### src/rtl/pmc_pkg.sv
`default_nettype none
// ============================================================================
// Module      : pmc_pkg
// Description : Shared types and constants for the PMC shift sequencer.
// Revision    : 1.0 - initial release
// ============================================================================
package pmc_pkg;

    typedef enum logic [2:0] {
        IDLE  = 3'd0,
        SETUP = 3'd1,
        SHIFT = 3'd2,
        HOLD  = 3'd3,
        DONE  = 3'd4
    } pmc_seq_state_t;

    localparam int PMC_WORD_BITS  = 16;
    localparam int PMC_MIN_PERIOD = 2;

endpackage
`default_nettype wire

### src/rtl/pmc_period_timer.sv
`default_nettype none
// ============================================================================
// Module      : pmc_period_timer
// Description : Loadable, auto-reloading down-counter marking the first and
//               last clk cycle of each bit period.
// Revision    : 1.0 - initial release
// ============================================================================
module pmc_period_timer #(
    parameter int DIV_W = 8
) (
    input  logic             clk,
    input  logic             rst,
    input  logic             load,
    input  logic [DIV_W-1:0] load_val,
    input  logic [DIV_W-1:0] reload_val,
    output logic             period_start,
    output logic             period_last
);

    logic [DIV_W-1:0] cnt;

    // Reloading on zero keeps periods back-to-back without FSM involvement.
    always_ff @(posedge clk) begin
        if (rst) begin
            cnt <= '0;
        end else if (load) begin
            cnt <= load_val;
        end else if (cnt == '0) begin
            cnt <= reload_val;
        end else begin
            cnt <= cnt - 1'b1;
        end
    end

    assign period_start = (cnt == reload_val);
    assign period_last  = (cnt == '0);

endmodule
`default_nettype wire

### src/rtl/pmc_shift_sequencer.sv
`default_nettype none
// ============================================================================
// Module      : pmc_shift_sequencer
// Description : sh/pclk strobe sequencer for the pixel-matrix shift-out path.
//               Optional abort support: PMC_SHIFT_SEQUENCER_ABORT_EN.
// Revision    : 1.0 - initial release
// ============================================================================
module pmc_shift_sequencer
    import pmc_pkg::*;
#(
    parameter int WORD_BITS = PMC_WORD_BITS,
    parameter int DIV_W     = 8,
    parameter int WORDS_W   = 16
) (
    input  logic                         clk,
    input  logic                         rst,
    input  logic                         start,
`ifdef PMC_SHIFT_SEQUENCER_ABORT_EN
    input  logic                         abort,
    output logic                         aborted,
`endif
    input  logic [DIV_W-1:0]             cfg_div,
    input  logic [WORDS_W-1:0]           cfg_words,
    output logic                         sh,
    output logic                         pclk,
    output logic [$clog2(WORD_BITS)-1:0] bit_cnt,
    output logic [WORDS_W-1:0]           word_cnt,
    output logic                         busy,
    output logic                         done
);

    localparam int                BIT_W    = $clog2(WORD_BITS);
    localparam logic [BIT_W-1:0]  LAST_BIT = BIT_W'(WORD_BITS - 1);
    localparam logic [DIV_W-1:0]  MIN_DIV  = DIV_W'(PMC_MIN_PERIOD - 1);

    pmc_seq_state_t     state;
    logic [DIV_W-1:0]   div_lat;
    logic [WORDS_W-1:0] words_lat;
    logic [DIV_W-1:0]   div_eff;
    logic [DIV_W-1:0]   tmr_load_val;
    logic               start_ok;
    logic               abort_take;
    logic               tmr_load;
    logic               period_start;
    logic               period_last;

    assign start_ok     = (state == IDLE) && start;
    assign div_eff      = (cfg_div < MIN_DIV) ? MIN_DIV : cfg_div;
    assign tmr_load     = start_ok || abort_take;
    assign tmr_load_val = start_ok ? div_eff : div_lat;

`ifdef PMC_SHIFT_SEQUENCER_ABORT_EN
    logic abort_seen;
    assign abort_take = abort && ((state == SETUP) || (state == SHIFT));
`else
    assign abort_take = 1'b0;
`endif

    pmc_period_timer #(
        .DIV_W(DIV_W)
    ) u_timer (
        .clk          (clk),
        .rst          (rst),
        .load         (tmr_load),
        .load_val     (tmr_load_val),
        .reload_val   (div_lat),
        .period_start (period_start),
        .period_last  (period_last)
    );

    always_ff @(posedge clk) begin
        if (rst) begin
            state     <= IDLE;
            div_lat   <= '0;
            words_lat <= '0;
            sh        <= 1'b0;
            pclk      <= 1'b0;
            bit_cnt   <= '0;
            word_cnt  <= '0;
            busy      <= 1'b0;
            done      <= 1'b0;
`ifdef PMC_SHIFT_SEQUENCER_ABORT_EN
            aborted    <= 1'b0;
            abort_seen <= 1'b0;
`endif
        end else begin
            pclk <= 1'b0;
            done <= 1'b0;
`ifdef PMC_SHIFT_SEQUENCER_ABORT_EN
            aborted <= 1'b0;
            if (abort_take) begin
                abort_seen <= 1'b1;
            end
`endif
            // A strobe cycle is always counted, even when an abort lands on it.
            if ((state == SHIFT) && period_start) begin
                if (bit_cnt == LAST_BIT) begin
                    bit_cnt  <= '0;
                    word_cnt <= word_cnt + 1'b1;
                end else begin
                    bit_cnt <= bit_cnt + 1'b1;
                end
            end

            case (state)
                IDLE: begin
                    if (start) begin
                        div_lat   <= div_eff;
                        words_lat <= cfg_words;
                        bit_cnt   <= '0;
                        word_cnt  <= '0;
`ifdef PMC_SHIFT_SEQUENCER_ABORT_EN
                        abort_seen <= 1'b0;
`endif
                        if (cfg_words != '0) begin
                            state <= SETUP;
                            sh    <= 1'b1;
                            busy  <= 1'b1;
                        end else begin
                            state <= DONE;
                            done  <= 1'b1;
                        end
                    end
                end
                SETUP: begin
                    if (abort_take) begin
                        state <= HOLD;
                    end else if (period_last) begin
                        state <= SHIFT;
                        pclk  <= 1'b1;
                    end
                end
                SHIFT: begin
                    if (abort_take) begin
                        state <= HOLD;
                    end else if (period_last) begin
                        if ((word_cnt == words_lat) && (bit_cnt == '0)) begin
                            state <= HOLD;
                        end else begin
                            pclk <= 1'b1;
                        end
                    end
                end
                HOLD: begin
                    if (period_last) begin
                        state   <= DONE;
                        sh      <= 1'b0;
                        busy    <= 1'b0;
                        done    <= 1'b1;
                        bit_cnt <= '0;
`ifdef PMC_SHIFT_SEQUENCER_ABORT_EN
                        aborted <= abort_seen;
`endif
                    end
                end
                DONE: begin
                    state <= IDLE;
                end
                default: begin
                    state <= IDLE;
                end
            endcase
        end
    end

endmodule
`default_nettype wire

### config.mk
export PLATFORM = sky130hd
export DESIGN_NAME = pmc_shift_sequencer
export DESIGN_NICKNAME = d
export VERILOG_FILES = /design/src/rtl/pmc_pkg.sv /design/src/rtl/pmc_period_timer.sv /design/src/rtl/pmc_shift_sequencer.sv
export SDC_FILE = /design/constraint.sdc
export NUM_CORES = 1
export LEC_CHECK = 0
export ABC_CLOCK_PERIOD_IN_PS = 5550
export CORE_MARGIN = 2
export CORE_UTILIZATION = 50
export CTS_CLUSTER_SIZE = 30
export DETAILED_ROUTE_END_ITERATION = 8
export PLACE_DENSITY_LB_ADDON = 0.1
export RECOVER_POWER = 25
export SYNTH_ARGS = -nofsm -noshare
export SYNTH_HDL_FRONTEND = slang
export SYNTH_SLANG_ARGS = --single-unit
### constraint.sdc
create_clock -name clk -period 5.55 [get_ports clk]
set_input_delay 0.8325 -clock clk [delete_from_list [all_inputs] [get_ports clk]]
set_output_delay 0.8325 -clock clk [all_outputs]
set_load 0.02 [all_outputs]
# Word level (Yosys, flattened, before mapping)
# Cells that the tools add are included.
# op_classes
order_cmp	1
n_mux	30
eq_ne	12
addsub	3
n_reduce_logical	11
# ops
cell	count
16-bit 2-to-1 mux	4
8-bit 2-to-1 mux	3
3-bit 2-to-1 mux	6
16-bit by 1-bit adder with 16-bit output, second input constant	1
16-bit == test	1
4-bit 2-to-1 mux	4
16-bit nonzero test	1
3-bit case mux with 4 select lines	1
8-bit == test	1
8-bit logical NOT	1
8-bit by 1-bit less-than comparator with 1-bit output, second input constant	1
1-bit 2-to-1 mux	8
2-bit inequality test, second input constant	4
4-bit case mux with 2 select lines	1
8-bit by 1-bit subtractor with 8-bit output, second input constant	1
3-bit by 2-bit == test with 1-bit output, second input constant	2
1-bit case mux with 2 select lines	3
5-bit AND reduction	1
4-bit by 1-bit adder with 4-bit output, second input constant	1
4-bit == test, second input constant	1
4-bit logical NOT	1
2-bit by 1-bit inequality test with 1-bit output, second input constant	2
4-bit AND reduction	1
3-bit by 1-bit == test with 1-bit output, second input constant	1
other kinds (4)	6
# word_totals
elab_cells	66
in_bits	27
reg_bits	58

# Depth between registers and ports, before layout
# Gate-level depths: netlist (run 1).
# depth
word_depth	5
ltp_mapped	8
mapped_depth_nobuf	7

# By module
# Synthesis (run 1) repeated with hierarchy kept, for this count alone.
# hier_totals
hier_cells	360
hier_area_um2	2950.3
# by_module_without_submodules
mod	area_each_um2	cells_per_inst	instances
pmc_shift_sequencer	2342.2	289	1
pmc_period_timer	608.1	71	1

# Worst setup path after synthesis (run 1)
# OpenSTA, ideal clock, no wires.
# synth_path
kind	input port to flip-flop
from	input port start
to	register word_cnt[0]
t_arrival_ps	2064
path_slack_ps	3369
n_path_buf	3
path_stages	6
path_cell_list	or4b_2 > clkbuf_1 > nand2b_1 > clkbuf_1 > buf_2 > nor2_1
# synth_between
elab_chain_cells	2
# synth_rtl
element	line	text
from (decl)	pmc_shift_sequencer.sv:17	input logic start,
16-bit 2-to-1 mux	pmc_shift_sequencer.sv:107	if (start) begin
16-bit 2-to-1 mux	pmc_shift_sequencer.sv:105	case (state)
to (signal assigned)	pmc_shift_sequencer.sv:99	word_cnt <= word_cnt + 1'b1;
to (decl)	pmc_shift_sequencer.sv:27	output logic [WORDS_W-1:0] word_cnt,
# No other way between the ends.
# A chain may end at the register's enable or synchronous reset.

# Worst setup path in the final report (run 1)
# layout_path
from	input port start
to	register u_timer.cnt[0]
# layout_between
elab_chain_cells	2
# layout_rtl
element	line	text
1-bit logical AND	pmc_shift_sequencer.sv:47	assign start_ok = (state == IDLE) && start;
8-bit 2-to-1 mux	pmc_period_timer.sv:26	end else if (load) begin
to (signal assigned)	pmc_period_timer.sv:27	cnt <= load_val;
to (signal assigned)	pmc_period_timer.sv:29	cnt <= reload_val;
to (signal assigned)	pmc_period_timer.sv:31	cnt <= cnt - 1'b1;
to (decl)	pmc_period_timer.sv:20	logic [DIV_W-1:0] cnt;
# No other way between the ends.

==> flow_summary.yaml, run 1 <==
worst_setup_path:
  cp-endpoint: "u_timer.cnt[0]"
  r2r_cells: 5
  worstPathCellList: "clkdlybuf4s50_1 > or4b_2 > nand2b_1 > o21ai_0"
  r2r_start: "state[1]"
  crit_path_top_delay_cell: "or4b_2"
  critPathMaxStageDelay_ns: 0.96
  reg2reg_to: "word_cnt[14]"
  arrival_ns: 3.12
  critPathTopFamily: "simple AND/OR/NAND/NOR gates"
  startpoint: "start"
  startpoint_type: "primary input"
  crit_buf_inv: 1
  worstPathRequired_ns: 5.75
  reg2reg_slack_ns: 3.07
  worst-path-max-fanout: 33
  end_kind: "flip-flop"
  path_depth: 4
  crit_type: "primary input to flip-flop"
floorplanning:
  core-area_sq_um: 5540
  ios: 51
  fp.dieW_microns: 79.8
  dieArea_sq_um: 6370
  initial_core_util_pct: 51.9
  dieHeight_microns: 79.8
  std_cell_rows: 27
sta:
  rsz0062_at_grt: "no"
  tns_ns: 0
  tightest_slew_ns: 1.19
  final.min_clock_period_ns: 2.92
  hold_viol: 0
  finalCritPeriodShare_pct: 52.6
  setup_viol: 0
  slew_violations: 0
  clock_skew_ns: 0.00968
  maxSlewHeadroom_pct: 20.6
  holdWs_ns: 0.468
  fmax_mhz: 343
yosys:
  ys_seq_area_share_pct: 40.4
  synth_edf_count: 0
  synth-async-reset-ratio_pct: 0
  synthCells: 355
  synthSimpleGateAreaFrac_pct: 26.3
  synth_cell_types: 42
  syn_nets: 386
  yosys.area_share.xor_xnor_pct: 9.45
  synth_top_area_share_pct: 40.4
  synth_top_family_by_area: "simple AND/OR/NAND/NOR gates"
  synth-main-ff-cell: "dfxtp_1"
  synth_area_leader_cell: "dfxtp_1"
  synth-compound-area-share_pct: 15.6
  yosys_warnings: 0
  synth_area_per_cell_sq_um: 8.10
  synthMuxAreaShare_pct: 1.44
  synth_seq_cells: 58
  synth_area_leaders: "dfxtp_1 40%, a21oi_1 8.2%, nand2_1 7.8%, xor2_1 7.6%, or3_1 2.4%"
  syn_area_sq_um: 2870
  synthAdderAreaFrac_pct: 1.74
clock_network:
  cts.sinks: 58
  cts_resized: 0
  cts_setup_buffers: 0
  cts_tree: "done"
  hold_buffers: 0
  cts_buffers: 9
  cts_root_buffer: "clkbuf_8"
  clk_path_buf_depth: 2
  clkTransAtPathRegs_ns: 0.06
  clk_latency_ns: 0.34
  h-tree-depth: 3
final_layout:
  antenna_cells: 0
  area_growth_pct: 23.9
  nets: 429
  drive_above_1_share_pct: 5.49
  final_common_cell: "nand2_1"
  final_cell_mix: "60 x nand2_1, 58 x dfxtp_1, 47 x a21oi_1"
route:
  drt_iter0_markers: 231
  wl_per_cell_microns: 14.9
  avgViaCountPerCell: 5.55
  routed_wl_microns: 7060
  drc: 0
  dr.pass1.iters: 4
  ant_nets: 0
  vias: 2626
placement:
  place_congestion: 0.829
  portBuffers: 50
  post-dp-hpwl_microns: 5020
power:
  p_leak_nw: 1.38
  ir_drop_uv: 281
  power.density_cell_area_nw_per_um2: 371
global_route:
  grtUsageTotal_pct: 24.4
  grt_max_degree: 41
  grt_overflow: 0
  first_global_vias: 2525
  antenna_found_initial: 0
  grt_first_pass_wirelength_microns: 11900
hold_path:
  min_path_type: "flip-flop to flip-flop"
run:
  max-cap-violations: 0
status:
  status: "complete, no violations"
cells in the mapped netlist, types with 10 or more instances:
master,count
nand2_1,60
dfxtp_1,58
a21oi_1,47
xor2_1,25
nor2_1,16
clkbuf_1,15
inv_1,13
o21ai_0,13
nor3_1,11
or3_1,11
nand3_1,10
nor4_1,10
power breakdown:
group | internal (mW) | switching (mW) | total, mW
sequential | 0.472 | 0.0641 | 0.536
clock | 0.225 | 0.158 | 0.383
combinational | 0.173 | 0.229 | 0.402
total | 0.871 | 0.451 | 1.32
worst register-to-register path, stage by stage, from the launching register on:
cell,delay [ns]
dfxtp_1,0.53
or3b_1,0.46
nor2_2,0.17
nand4_1,0.44
or4_1,0.63
a21oi_1,0.16
flip-flops by register name, indices dropped and copies added (netlist names):
name / count
state: 3
done: 1
div_lat: 8
bit_cnt: 4
pclk: 1
busy: 1
word_cnt: 16
words_lat: 16
u_timer.cnt: 8
layer usage:
| metal | vias to the layer above | part of all wire (%) | GRT usage [%] |
|---|---|---|---|
| met5 | - | 0 | 0 |
| met4 | 0 | 1.5 | 9.49 |
| met3 | 11 | 5.4 | 5.88 |
| met2 | 64 | 47 | 38.5 |
| met1 | 1213 | 46 | 32.1 |
| li1 | 1338 | - | - |
per-stage QoR:
step / utilization [%] / area [sq um] / power (mW) / setup slack (ns) / instances
after CTS: 64.7 / 3580 / 1.34 / 2.64 / 473
after detailed placement: 61.2 / 3390 / 0.954 / 2.26 / 459
after global placement: 61.2 / 3390 / 0.948 / 2.33 / 459
after global routing: 64.3 / 3560 / 1.40 / 2.48 / 473
after floorplan: - / 2870 / 0.860 / 3.37 / 355
final: 64.3 / 3560 / 1.32 / 2.63 / 473
worst min path at each step:
stage	startpoint	endpoint	slack (ns)	cells after the start
2_1_floorplan	div_lat[0]	div_lat[0]	0.44	2
3_3_place_gp	words_lat[14]	words_lat[14]	0.46	2
3_5_place_dp	words_lat[10]	words_lat[10]	0.46	2
4_1_cts	words_lat[10]	words_lat[10]	0.47	2
5_1_grt	words_lat[10]	words_lat[10]	0.49	2
6_report	words_lat[9]	words_lat[9]	0.47	2
cell type report:
class                      count  area (sq um)
clock buffer                  11           151
clock inverter                 3          40.0
fill                         505          1980
inverter                      13          48.8
multi-input combinational    264          1560
sequential                    58          1160
tap                           72          90.1
timing repair buffer          52           512
cells by family (layout without fill, tap and decap cells):
family / after synthesis / count (layout)
buffers and inverters: 33 / 79
multiplexers: 4 / 4
AND/OR/NAND/NOR: 147 / 147
AO/OA/AOI/OAI: 78 / 78
adder cells (fa/ha/maj): 4 / 4
XOR/XNOR: 31 / 31
flip-flops: 58 / 58
Power figures use the tool's default switching activity.
==> inputs of run 2 (changes only) <==
--- a/config.mk
+++ b/config.mk
@@ -5,9 +5,9 @@
 export SDC_FILE = /design/constraint.sdc
 export NUM_CORES = 1
 export LEC_CHECK = 0
-export ABC_CLOCK_PERIOD_IN_PS = 5550
+export ABC_CLOCK_PERIOD_IN_PS = 2400
 export CORE_MARGIN = 2
-export CORE_UTILIZATION = 50
+export CORE_UTILIZATION = 47
 export CTS_CLUSTER_SIZE = 30
 export DETAILED_ROUTE_END_ITERATION = 8
 export PLACE_DENSITY_LB_ADDON = 0.1
==> constraint.sdc (replaced) <==
create_clock -name clk -period 2.4 [get_ports clk]
set_input_delay 0.36 -clock clk [delete_from_list [all_inputs] [get_ports clk]]
set_output_delay 0.36 -clock clk [all_outputs]
set_load 0.02 [all_outputs]
==> run 2 against run 1 <==
Net effect:
- clock-buffer cell count is 3 higher
- via count increased by 2.4%
- first-iteration DRC count down 36%
- final area increased by 3.4%
- register-to-register slack got worse by 2.9 ns
- non-clock buffer count up 12
- global-route usage decreased by 2.7 points
- cell count increased by 3.6%
- clock skew shrank 0.0028 ns
- worst setup slack got worse by 2.4 ns
==> flow_summary.yaml, run 2 (synthesized netlist as in run 1, its figures left out) <==
status:
  status: "complete, no violations"
route:
  avgViaCountPerCell: 5.49
  wl_per_cell_microns: 14.1
  drt_iter0_markers: 147
  routed_wl_microns: 6900
  ant_nets: 0
  dr.pass1.iters: 4
  drc: 0
  vias: 2688
clock_network:
  h-tree-depth: 3
  cts.sinks: 58
  clk_latency_ns: 0.33
  cts_resized: 0
  cts_setup_buffers: 0
  cts_root_buffer: "clkbuf_8"
  clk_path_buf_depth: 2
  hold_buffers: 0
  clkTransAtPathRegs_ns: 0.07
  cts_tree: "done"
  cts_buffers: 9
worst_setup_path:
  cp-endpoint: "bit_cnt[1]"
  worstPathRequired_ns: 2.62
  startpoint_type: "flip-flop"
  end_kind: "flip-flop"
  crit_buf_inv: 0
  path_depth: 5
  reg2reg_to: "bit_cnt[1]"
  worstPathCellList: "or4_4 > or3_4 > nor4b_2 > nand2b_1 > nor2_1"
  crit_path_top_delay_cell: "or4_4"
  crit_type: "flip-flop to flip-flop"
  reg2reg_slack_ns: 0.21
  worst-path-max-fanout: 12
  r2r_start: "u_timer.cnt[2]"
  critPathTopFamily: "simple AND/OR/NAND/NOR gates"
  r2r_cells: 5
  critPathMaxStageDelay_ns: 0.59
  arrival_ns: 2.41
  startpoint: "u_timer.cnt[2]"
floorplanning:
  dieHeight_microns: 82.2
  ios: 51
  initial_core_util_pct: 48.5
  core-area_sq_um: 5920
  std_cell_rows: 28
  dieArea_sq_um: 6760
  fp.dieW_microns: 82.2
sta:
  tightest_slew_ns: 0.487
  rsz0062_at_grt: "no"
  finalWorstSetupSlack_ns: 0.211
  clock_skew_ns: 0.00690
  final.min_clock_period_ns: 2.19
  slew_violations: 0
  hold_viol: 0
  maxSlewHeadroom_pct: 67.4
  finalCritPeriodShare_pct: 91.2
  fmax_mhz: 457
  setup_viol: 0
  tns_ns: 0
final_layout:
  final_area_sq_um: 3680
  antenna_cells: 0
  final_common_cell: "nand2_1"
  largest_registers: "word_cnt x16, words_lat x16"
  area_growth_pct: 28.1
  final_cell_mix: "60 x nand2_1, 58 x dfxtp_1, 47 x a21oi_1"
  drive_above_1_share_pct: 8.92
  nets: 441
global_route:
  grt_overflow: 0
  grt_max_degree: 23
  first_global_vias: 2409
  grt_first_pass_wirelength_microns: 11200
  antenna_found_initial: 0
  grtUsageTotal_pct: 21.7
run:
  max-cap-violations: 0
placement:
  placed_cell_area_sq_um: 3500
  post-dp-hpwl_microns: 5090
  dp_slack_ns: 0.151
  portBuffers: 50
  place_congestion: 0.831
hold_path:
  min_path_type: "flip-flop to flip-flop"
power:
  p_leak_nw: 1.44
  power.density_cell_area_nw_per_um2: 839
  ir_drop_uv: 670
[run 2: cell type report]
type	instances	area, sq um
fillers	543	2240
multi-input cells	264	1580
well taps	75	93.8
repair buffers	64	618
inverters	13	48.8
clock inverters	2	10.0
flip-flops and latches	58	1160
clock buffers	14	173
[run 2: worst min-delay path by stage]
stage                       from            to  slack, ns  cells past startpoint
CTS                 words_lat[8]  words_lat[8]       0.47                      2
finish                div_lat[0]    div_lat[0]       0.47                      2
floorplan             div_lat[0]    div_lat[0]       0.44                      2
detailed placement  words_lat[8]  words_lat[8]       0.46                      2
global route        words_lat[8]  words_lat[8]       0.49                      2
global placement    words_lat[8]  words_lat[8]       0.46                      2
[run 2: per-stage QoR]
stage / utilization (%) / power (mW) / hold WS [ns] / std cells
final: 62.2 / 3.09 / 0.469 / 490
after global routing: 62.2 / 3.29 / 0.491 / 490
after CTS: 62.2 / 3.11 / 0.470 / 490
after detailed placement: 59.1 / 2.28 / 0.462 / 474
after global placement: 59.1 / 2.26 / 0.463 / 474
after floorplan: - / 1.99 / 0.444 / 355
[run 2: power breakdown]
part / internal (mW) / switching (mW) / leakage, nW / total, mW
Sequential: 1.09 / 0.130 / 0.473 / 1.22
Combinational: 0.473 / 0.561 / 0.874 / 1.03
Clock: 0.457 / 0.376 / 0.0965 / 0.833
Total: 2.02 / 1.07 / 1.44 / 3.09
[run 2: layer usage]
layer / vias up / track usage (%) / share of wire (%)
met4: 0 / 8.50 / 0.94
met2: 48 / 37.7 / 51
met5: - / 0 / 0
met1: 1265 / 26.6 / 45
li1: 1369 / - / -
met3: 6 / 3.59 / 3.6
[run 2: tightest hold or removal path, stage by stage, from the launching register on]
cell and delay [ns]:
dfxtp_1 0.33, nand2_1 0.06, nand2_1 0.04
